$ cat config.mk
export PLATFORM = sky130hd
export DESIGN_NAME = counter_bank_display
export DESIGN_NICKNAME = d
export VERILOG_FILES = /design/src/rtl/counter_bank_display.sv
export SDC_FILE = /design/constraint.sdc
export NUM_CORES = 1
export LEC_CHECK = 0
export ABC_AREA = 1
export CAP_MARGIN = 20
export CORE_MARGIN = 2
export CORE_UTILIZATION = 50
export DETAILED_ROUTE_END_ITERATION = 8
export PLACE_DENSITY = 0.7
export SLEW_MARGIN = 20
export SYNTH_ARGS = -nofsm -noshare
export SYNTH_HDL_FRONTEND = slang
export SYNTH_SLANG_ARGS = --single-unit
export TNS_END_PERCENT = 20
$ cat constraint.sdc
create_clock -name clk -period 5.8 [get_ports clk]
set_clock_uncertainty 0.1 [all_clocks]
set_input_delay 1.45 -clock clk [delete_from_list [all_inputs] [get_ports clk]]
set_output_delay 1.45 -clock clk [all_outputs]
set_load 0.02 [all_outputs]
$ cat src/rtl/counter_bank_display.sv
// Bank of NCH up/down counters stepped by one debounced active-low button, with the
// selected channel shown on a multiplexed hex 7-segment display.
module counter_bank_display #(
    parameter int CLKFREQ     = 27000000,
    parameter int NCH         = 4,
    parameter int WIDTH       = 16,
    parameter int DIGITS      = 4,
    parameter int DEBOUNCE_MS = 10,
    parameter int REFRESH_HZ  = 1000,
    localparam int SELW       = (NCH > 1) ? $clog2(NCH) : 1
) (
    input  logic              clk,
    input  logic              rst,
    input  logic              btn_n,
    input  logic [SELW-1:0]   sel,
    input  logic              dir,
    input  logic              clr,
    output logic [DIGITS-1:0] digits,
    output logic [7:0]        segments,
    output logic [WIDTH-1:0]  dat,
    output logic              wrap
);

    localparam int DEB_RAW  = CLKFREQ / 1000 * DEBOUNCE_MS;
    localparam int DEB      = (DEB_RAW < 1) ? 1 : DEB_RAW;
    localparam int CNTW     = (DEB > 1) ? $clog2(DEB) : 1;
    localparam int TICK_RAW = CLKFREQ / (REFRESH_HZ * DIGITS);
    localparam int TICK     = (TICK_RAW < 1) ? 1 : TICK_RAW;
    localparam int TW       = (TICK > 1) ? $clog2(TICK) : 1;
    localparam int IDXW     = (DIGITS > 1) ? $clog2(DIGITS) : 1;

    localparam logic [CNTW-1:0] CNT_LAST  = CNTW'(DEB - 1);
    localparam logic [TW-1:0]   TICK_LAST = TW'(TICK - 1);
    localparam logic [IDXW-1:0] IDX_LAST  = IDXW'(DIGITS - 1);

    typedef enum logic [1:0] {
        IDLE,
        ARM,
        PRESSED,
        RELEASE
    } deb_state_t;

    logic            btn_s1, btn_s2;
    logic [SELW-1:0] sel_s1, sel_s2;
    logic            dir_s1, dir_s2;
    logic            clr_s1, clr_s2;
    logic            seen_release;

    deb_state_t      state, next_state;
    logic [CNTW-1:0] cnt, next_cnt;
    logic            step;
    logic            btn_low;

    logic [WIDTH-1:0] ch [NCH];
    logic [SELW-1:0]  chan;

    logic [TW-1:0]         tick_cnt;
    logic [IDXW-1:0]       idx;
    logic [DIGITS*4-1:0]   dat_ext;
    logic [3:0]            nibble;

    // Button sync resets to "pressed" so a button held through reset is never taken as a press.
    always_ff @(posedge clk or posedge rst) begin
        if (rst) begin
            btn_s1 <= 1'b0;
            btn_s2 <= 1'b0;
            sel_s1 <= '0;
            sel_s2 <= '0;
            dir_s1 <= 1'b0;
            dir_s2 <= 1'b0;
            clr_s1 <= 1'b0;
            clr_s2 <= 1'b0;
            seen_release <= 1'b0;
        end else begin
            btn_s1 <= btn_n;
            btn_s2 <= btn_s1;
            sel_s1 <= sel;
            sel_s2 <= sel_s1;
            dir_s1 <= dir;
            dir_s2 <= dir_s1;
            clr_s1 <= clr;
            clr_s2 <= clr_s1;
            if (btn_s2)
                seen_release <= 1'b1;
        end
    end

    assign btn_low = ~btn_s2;

    always_ff @(posedge clk or posedge rst) begin
        if (rst) begin
            state <= IDLE;
            cnt   <= '0;
        end else begin
            state <= next_state;
            cnt   <= next_cnt;
        end
    end

    always_comb begin
        next_state = state;
        next_cnt   = cnt;
        step       = 1'b0;
        case (state)
            IDLE: begin
                if (btn_low && seen_release) begin
                    next_state = ARM;
                    next_cnt   = '0;
                end
            end
            ARM: begin
                if (!btn_low) begin
                    next_state = IDLE;
                end else if (cnt == CNT_LAST) begin
                    next_state = PRESSED;
                    step       = 1'b1;
                end else begin
                    next_cnt = cnt + 1'b1;
                end
            end
            PRESSED: begin
                if (!btn_low) begin
                    next_state = RELEASE;
                    next_cnt   = '0;
                end
            end
            RELEASE: begin
                if (btn_low)
                    next_state = PRESSED;
                else if (cnt == CNT_LAST)
                    next_state = IDLE;
                else
                    next_cnt = cnt + 1'b1;
            end
            default: next_state = IDLE;
        endcase
    end

    assign chan = (NCH > 1) ? sel_s2 : '0;

    // Clear wins over a coinciding step; the step is simply dropped.
    always_ff @(posedge clk or posedge rst) begin
        if (rst) begin
            for (int i = 0; i < NCH; i++)
                ch[i] <= '0;
            dat  <= '0;
            wrap <= 1'b0;
        end else begin
            wrap <= 1'b0;
            if (clr_s2) begin
                ch[chan] <= '0;
            end else if (step) begin
                if (dir_s2) begin
                    ch[chan] <= ch[chan] - 1'b1;
                    wrap     <= (ch[chan] == '0);
                end else begin
                    ch[chan] <= ch[chan] + 1'b1;
                    wrap     <= (ch[chan] == '1);
                end
            end
            dat <= ch[chan];
        end
    end

    function automatic logic [7:0] glyph(input logic [3:0] n);
        case (n)
            4'h0: glyph = 8'hC0;
            4'h1: glyph = 8'hF9;
            4'h2: glyph = 8'hA4;
            4'h3: glyph = 8'hB0;
            4'h4: glyph = 8'h99;
            4'h5: glyph = 8'h92;
            4'h6: glyph = 8'h82;
            4'h7: glyph = 8'hF8;
            4'h8: glyph = 8'h80;
            4'h9: glyph = 8'h90;
            4'hA: glyph = 8'h88;
            4'hB: glyph = 8'h83;
            4'hC: glyph = 8'hC6;
            4'hD: glyph = 8'hA1;
            4'hE: glyph = 8'h86;
            default: glyph = 8'h8E;
        endcase
    endfunction

    assign dat_ext = (DIGITS*4)'(dat);
    assign nibble  = 4'(dat_ext >> {idx, 2'b00});

    // Enable and glyph are registered from the same index so they switch together.
    always_ff @(posedge clk or posedge rst) begin
        if (rst) begin
            tick_cnt <= '0;
            idx      <= '0;
            digits   <= ~DIGITS'(1);
            segments <= 8'hC0;
        end else begin
            if (tick_cnt == TICK_LAST) begin
                tick_cnt <= '0;
                idx      <= (idx == IDX_LAST) ? '0 : idx + 1'b1;
            end else begin
                tick_cnt <= tick_cnt + 1'b1;
            end
            digits   <= ~(DIGITS'(1) << idx);
            segments <= glyph(nibble);
        end
    end

endmodule

[Word-level counts from Yosys, hierarchy flattened]
Memory sizes are Yosys's and may differ from the RTL's. A register that Yosys moved wholly into a read port is not among the register bits.
Cells that the tools add are included.
Storage, ports and cells
  memories kept: 1
  flip-flop bits (word level): 140
  output and inout port bits: 29
  input port bits: 7
  ROM bits: 112
  word-level logic and storage cells: 87
Operators by class
  reduce and logical (&&, ||, !) cells: 7
  magnitude comparators: 2
  equality and inequality tests: 13
  shift operators: 2
  multiplexer cells: 31
  add/sub/neg operators: 5
  bitwise logic cells: 5
Memories
  (no name shown): depth 16, bits a word 7, read ports 1, clocked after memory_dff 1, wr ports 0, line 166  | case (n)
Operators by type and width (number)
  64-bit 2-to-1 mux: 3
  64-bit bitwise mux: 2
  19-bit 2-to-1 mux: 5
  19-bit case mux with 4 select lines: 1
  64-bit bitwise AND: 1
  64-bit NOT: 1
  16-bit 2-to-1 mux: 3
  16-bit binary-select mux with 2-bit select: 1
  16-bit demux with 2-bit select: 1
  19-bit by 1-bit adder with 19-bit output, second input constant: 1
  19-bit equality test, second input constant: 1
  16-bit by 1-bit adder with 16-bit output, second input constant: 1
  16-bit equality test, second input constant: 1
  16-bit zero test: 1
  16-bit by 4-bit >> shifter with 4-bit output: 1
  16-bit by 1-bit subtractor with 16-bit output, second input constant: 1
  2-bit 2-to-1 mux: 7
  13-bit by 1-bit adder with 13-bit output, second input constant: 1
  13-bit equality test, second input constant: 1
  13-bit 2-to-1 mux: 1
  2-bit != test, second input constant: 4
  2-bit case mux with 4 select lines: 1
  4-bit AND reduction: 2
  2-bit equality test, second input constant: 3
  other kinds (13): 20

[Longest topological paths before layout]
Gate-level depths: netlist of run 1.
  depth after elaboration: 9
  gate-level depth with buffers: 16
  gate-level depth less buffers: 15

[Least setup slack after synthesis of run 1]
OpenSTA, ideal clock, no wires.
  kind: register to register
  start point: register idx[0]
  end point: register segments[0]
  data required time: 5.571 ns
  path buffers: 2
  clock period less this slack: 2.159 ns
  arrival: 1.929 ns
  library setup time: 0.129 ns
  cell stages (with the launch flop): 12
  slack: 3.641 ns
  cell sequence: dfrtp_1 > clkbuf_1 > inv_1 > buf_2 > nand2_1 > a32oi_1 > inv_1 > ha_1 > inv_1 > o21ai_0 > a21oi_1 > a31oi_1
On the way
  word-level cells in the longest chain between the ends: 1
RTL lines
  start, declared: line 58  | logic [IDXW-1:0] idx;
  start signal, assigned: line 199  | idx <= (idx == IDX_LAST) ? '0 : idx + 1'b1;
  16-bit by 4-bit >> shifter with 4-bit output: line 187  | assign nibble = 4'(dat_ext >> {idx, 2'b00});
  end, declared: line 19  | output logic [7:0] segments,
Every way passes these cells.
A chain may end at the register's enable or synchronous reset.

[Final worst setup path of run 1]
  start point: register segments[6]
  end point: output segments[6]
No word-level cell between the ends.

==> results of run 1 <==
power groups by stage:
stage / sequential (mW) / combinational (mW) / clock (mW)
global placement: 1.03 / 0.171 / 0
CTS: 1.01 / 0.173 / 1.03
detailed placement: 1.03 / 0.173 / 0
floorplan: 1.01 / 0.142 / 0
global route: 1.01 / 0.195 / 1.08
finish: 1.01 / 0.173 / 1.01
layout by cell type (no fill, tap or decap), types with 2 or more instances in the layout:
master           count
a31oi_1              2
inv_2                9
o21ai_1             22
nand2_1            353
ha_1                16
clkbuf_8             2
nor3_1              15
buf_4                4
a22oi_1              2
o21a_1               2
clkdlybuf4s50_1     34
dfrtp_1            135
xor2_1               8
nand2_2             10
o22ai_1              2
nand3_1             70
clkinv_2             4
nor4_1               6
clkinvlp_4           4
o211ai_1             2
or2_2                3
a32oi_1              3
inv_1               83
nor2_1              76
o31ai_1              6
nand3_2              2
clkinv_4             2
clkbuf_16           17
o21ai_0             46
nor2_2               8
a21oi_1             22
a21boi_0             3
nand3b_1             5
dfstp_2              4
nand4_1             32
cells in the mapped netlist:
cell type,count
xnor2_1,1
nor3b_1,1
nand3_2,2
nor3_1,15
a31oi_1,2
buf_1,2
buf_2,12
or2_2,3
inv_2,9
nand3_1,70
nand2_1,353
nor4_1,6
clkinv_1,1
nand3b_2,1
a22oi_1,2
o21ai_2,1
conb_1,1
o22ai_1,2
inv_1,84
a21boi_0,3
nand4_1,32
o31ai_1,6
dfrtp_1,135
o21a_1,2
a21oi_1,22
nand3b_1,5
xor2_1,8
o21ai_1,22
nor2_2,8
buf_6,3
ha_1,16
o21ai_0,46
buf_4,4
dfstp_2,4
clkbuf_1,8
nor2_4,1
o211ai_1,2
nand2_2,10
a32oi_1,3
nor2_1,76
state kept, by name (all words and copies together) (netlist names), 2 cells and up, named ones only:
register  cells
ch           64
chan          2
cnt          19
dat          16
digits        4
idx           2
segments      7
sel_s1        2
tick_cnt     13
cell families after synthesis:
kind of cell             count (synthesis)  synth area share [%]
other                                    1                0.0507
XOR/XNOR                                 9                  1.07
buffers and inverters                  123                  6.95
adder cells (fa/ha/maj)                 16                  2.71
flip-flops                             139                  47.1
AO/OA/AOI/OAI                          113                  8.42
AND/OR/NAND/NOR                        583                  33.7
worst max path at each step:
stage                            from     endpoint  slack [ns]  cells past startpoint
after floorplan                   rst    async pin        0.53                      1
after global placement            rst       dat[5]        2.73                      3
after detailed placement          rst       dat[5]        2.73                      3
after CTS                 segments[6]  segments[6]        2.68                      1
after global routing          chan[0]       ch[46]        2.63                     16
final                     segments[6]  segments[6]        2.70                      1
routing by layer:
| metal | global-route usage, % | vias to the layer above |
|---|---|---|
| met1 | 33.3 | 2969 |
| met3 | 4.80 | 32 |
| li1 | - | 3238 |
| met2 | 36.5 | 224 |
| met4 | 8.10 | 0 |
| met5 | 0 | - |
final cells by class:
| cell class | instances | area, µm² | share of cell area [%] |
|---|---|---|---|
| multi-input combinational | 722 | 3400 | 40.5 |
| sequential | 139 | 3480 | 41.5 |
| tap | 184 | 230 | 2.74 |
| clock inverter | 11 | 97.6 | 1.16 |
| clock buffer | 20 | 457 | 5.44 |
| inverter | 94 | 358 | 4.26 |
| timing repair buffer | 38 | 370 | 4.41 |
through the flow:
step | setup slack (ns) | area [µm²] | hold WS [ns] | cells
floorplan | 0.532 | 7400 | 0.231 | 984
global placement | 2.73 | 7840 | 0.231 | 1177
detailed placement | 2.73 | 7840 | 0.238 | 1177
CTS | 2.68 | 8390 | 0.251 | 1208
global route | 2.63 | 8390 | 0.254 | 1208
finish | 2.70 | 8390 | 0.248 | 1208
==> summary.txt, run 1 <==
Outcome
  • Status: complete, no violations

Route
  • Met2 wire len: 8000 µm
  • DR WL/cell: 14.7 µm
  • DRT Pass-1 Iters: 7
  • Vias per std cell: 5.35
  • Top routing layer in use: met4
  • Met1 wire length: 8140 µm
  • Post-route ant nets: 0
  • Drt initial violations: 578
  • WL met3: 1240 µm
  • DRT Wirelength: 17,700 µm
  • # DRC: 0
  • Total number of vias: 6,463

Floorplan
  • Die span in x: 126 µm
  • Die H: 126 µm
  • # IOs: 36
  • Starting Density: 51.1%
  • Row cnt: 44
  • Core area: 14,500 µm²
  • Die Area: 15,800 µm²

Cells and area
  • Nets: 1,035
  • Layout area overhead: 13.5%
  • Share of cells above drive strength 1: 7.23%
  • # fillers: 1,326
  • Finished Core Util: 58.0%
  • N_diodes: 0

Min path
  • Hold Path Sink: clr_s2
  • Hold Path Class: reg2reg
  • Worst hold path depth: 0
  • Hold wc startpoint: clr_s1

Timing
  • RSZ-0062 raised after global routing: false
  • Final worst-path cycle share: 53.5%
  • Slew Viols, Final: 0
  • Worst Max-Slew Pin Slew: 0.949 ns
  • Setup TNS: 0 ns
  • Worst slew margin: 36.7%
  • Fmax: 0.322 GHz
  • Fin crit period: 3.10 ns
  • Hold Vio Cnt, Final: 0
  • Final setup viols: 0

Logic synthesis
  • Cell variety after synth: 40
  • Mapped Area: 7400 µm²
  • Yosys top cell area share: 45.7%
  • Syn Nets: 1,007
  • FF+latch count, synth: 139
  • Syn Inst Count: 984
  • Area leader, netlist: dfrtp_1
  • Mean Syn Cell Area: 7.52 µm²
  • Register area share after synthesis: 47.1%
  • Synth warn: 0
  • Synth top area cells: dfrtp_1 46%, nand2_1 18%, nand3_1 4.7%, inv_1 4.3%, nor2_1 3.9%

Setup path
  • R2R Path Start: chan[0]
  • Critical-path maximum fanout: 1
  • Slowest cell delay on critical path: 0.60 ns
  • Critical path endpoint category: output pin
  • Worst R2R End: ch[12]
  • Register-to-register setup slack: 2.83 ns
  • Worst Path Class, Setup: reg2out
  • Crit path required time: 4.25 ns
  • Worst Path Arrival: 1.55 ns
  • CP delay by family, top: buffers and inverters
  • Worst reg2reg path depth: 16
  • Crit path buf inv count: 1
  • Worst path cell trace: clkdlybuf4s50_1
  • Critical path startpoint category: flop
  • Max stage delay cell, worst path: clkdlybuf4s50_1

Clock network
  • Root buf cell: clkbuf_16
  • TritonCTS clock tree: yes
  • CTS clk-pin slew, worst paths: 0.05 ns
  • CTS resizes: 0
  • Clock buffer depth: 2
  • CTS Buf Count: 17
  • Post-CTS setup buffer count: 0
  • Clk sinks: 139
  • Worst skew pair latency: 0.42 ns
  • # H-tree levels: 4
  • CTS hold repair buffers: 0

Pwr
  • Internal: 1.63 mW
  • Power per cell area: 261 nW/µm²
  • Power share of the clock group: 46.0%
  • Overall Power: 2.19 mW
  • Switching share of power: 25.8%
  • Sequential group share of total power: 46.1%
  • Combinational share of power: 7.9%
  • Sw power: 0.567 mW
  • Leakage: 4.06 nW
  • Largest vdd supply drop: 209 µV

Placement
  • RD Place Congestion: 0.931
  • # port buffers: 34
  • Dpl hpwl: 11,900 µm

Global route
  • Initial antenna violation count: 0
  • First-pass GRT wire length: 29,700 µm
  • Tot GR Track Use: 23.6%
  • Gr ovfl total: 0
  • Number of global-route vias before repair: 6,028
  • Pin count of the biggest net entering global routing: 78

Flow run
  • Total of max-cap violations: 0
No activity file was read; power rests on OpenSTA's default activity.
==> inputs of run 2 (changes only) <==
PLACE_DENSITY = 0.73   (was 0.7)
clock period = 2.8 ns   (was 5.8 ns; I/O delays follow)
==> run 2 against run 1 <==
Effect of this change:
- non-clock buffer count rose by 23
- wire length grew 5.6%
- global-route usage grew 1.7 points
- total power increased by 130%
- critical path depth rose by 14
==> summary.txt, run 2 (synthesis gave the netlist of run 1 again) <==
Floorplan
  • Row cnt: 44
  • Die H: 126 µm
  • Starting Density: 51.1%
  • Die span in x: 126 µm
  • # IOs: 36
  • Core area: 14,500 µm²
  • Die Area: 15,800 µm²

Clock network
  • CTS resizes: 0
  • Root buf cell: clkbuf_16
  • CTS Buf Count: 17
  • CTS hold repair buffers: 0
  • # H-tree levels: 4
  • Post-CTS setup buffer count: 0
  • Clock buffer depth: 2
  • TritonCTS clock tree: yes
  • CTS clk-pin slew, worst paths: 0.06 ns
  • Clk sinks: 139
  • Worst skew pair latency: 0.43 ns

Setup path
  • Worst reg2reg path depth: 15
  • Register-to-register setup slack: 0.23 ns
  • CP delay by family, top: simple AND/OR/NAND/NOR gates
  • Slowest cell delay on critical path: 0.40 ns
  • Worst path cell trace: inv_2 > nand2_1 > nand2_1 > nand2_1 > nand2_1 > ha_1 > nand2_1 > nor2_2 > nand2_1 > nor2_2 > nand2_1 > nand2_1 > nand2_1 > nand3b_1 > nand2_1
  • Max stage delay cell, worst path: dfrtp_1
  • Critical path startpoint category: flop
  • Top cell by count, worst path: nand2_1
  • Critical Path Stages: 15
  • Worst Path Arrival: 2.78 ns
  • Critical-path maximum fanout: 22
  • Crit path buf inv count: 1
  • Critical path endpoint category: flop
  • Worst Path Class, Setup: reg2reg
  • Crit path required time: 3.02 ns

Cells and area
  • Largest register FFs: 64
  • Nets: 1,058
  • Commonest cells after routing, fill and taps aside: 353 x nand2_1, 135 x dfrtp_1, 83 x inv_1, 76 x nor2_1, 70 x nand3_1
  • N_diodes: 0
  • FF+latch area: 3480 µm²
  • Multi-input logic area: 3400 µm²
  • Most common cell after layout, fill and taps aside: nand2_1
  • Layout area overhead: 17.7%
  • Final cell count without fillers: 1,232
  • Largest reg by FF count: ch
  • Largest registers: ch: 64 flops, cnt: 19 flops, dat: 16 flops
  • # fillers: 1,272
  • Share of cells above drive strength 1: 9.45%

Route
  • Post-route ant nets: 0
  • Drt initial violations: 630
  • DRT Pass-1 Iters: 5
  • Vias per std cell: 5.46
  • DR WL/cell: 15.2 µm
  • Total number of vias: 6,731
  • # DRC: 0
  • DRT Wirelength: 18,700 µm

Timing
  • Fmax: 0.389 GHz
  • Fin crit period: 2.57 ns
  • Worst Max-Slew Pin Slew: 0.589 ns
  • Final setup viols: 0
  • Setup TNS: 0 ns
  • Slew Viols, Final: 0
  • RSZ-0062 raised after global routing: false
  • Hold Vio Cnt, Final: 0
  • Worst slew margin: 60.8%
  • Final worst-path cycle share: 91.7%

Pwr
  • Leakage: 4.23 nW
  • Largest vdd supply drop: 467 µV
  • Power per cell area: 571 nW/µm²

Global route
  • First-pass GRT wire length: 31,800 µm
  • Global routing's busiest layer: met2
  • Initial antenna violation count: 0
  • GRT met1 Usage: 35.2%
  • Pin count of the biggest net entering global routing: 47
  • Tot GR Track Use: 25.2%
  • Global routing usage on met3: 4.67%
  • Met2 usage: 40.1%
  • Gr ovfl total: 0
  • Number of global-route vias before repair: 6,350

Placement
  • RD Place Congestion: 0.916
  • Dpl hpwl: 13,300 µm
  • Placed cells: 1,200
  • # port buffers: 34

Outcome
  • Status: complete, no violations

Min path
  • Worst hold path depth: 0
  • Hold Path Class: reg2reg

Flow run
  • Total of max-cap violations: 0
==> run 2: through the flow <==
stage               total power, mW  utilization, %  worst slack (ns)  area [µm²]  hold WS (ns)
global route                   5.15            60.1            0.0183        8710         0.252
detailed placement             2.52            55.6             0.336        8050         0.237
floorplan                      2.39               -             0.268        7400         0.231
CTS                            5.02            60.1             0.278        8710         0.250
finish                         4.97            60.1             0.232        8710         0.247
global placement               2.52            55.6             0.426        8050         0.235
==> run 2: cell type report <==
cell class                      count  share of cell area, %
Inverter                           94                   4.10
Clock buffer                       18                   5.04
Multi-Input combinational cell    722                   39.0
Timing Repair Buffer               61                   6.67
Clock inverter                     14                   2.50
Tap cell                          184                   2.64
Sequential cell                   139                   40.0
==> run 2: routing by layer <==
layer	wire length (µm)	part of all wire (%)	vias up
met1	8530	46	3178
met5	0	0	-
met2	8740	47	248
met3	1130	6.0	30
met4	329	1.8	0
li1	-	-	3275
==> run 2: worst paths after layout <==
check                      startpoint     endpoint
setup / recovery              chan[0]       ch[62]
hold / removal              sel_s1[1]      chan[1]
setup reg to reg              chan[0]       ch[62]
hold reg to reg             sel_s1[1]      chan[1]
max in group asynchronous         rst       ch[17]
min in group asynchronous         rst  tick_cnt[5]
==> run 2: where the power goes <==
| group | internal (mW) | switching (mW) | leakage (nW) |
|---|---|---|---|
| registers | 2.04 | 0.0479 | 1.88 |
| logic | 0.0988 | 0.301 | 2.03 |
| clock network | 1.61 | 0.876 | 0.313 |
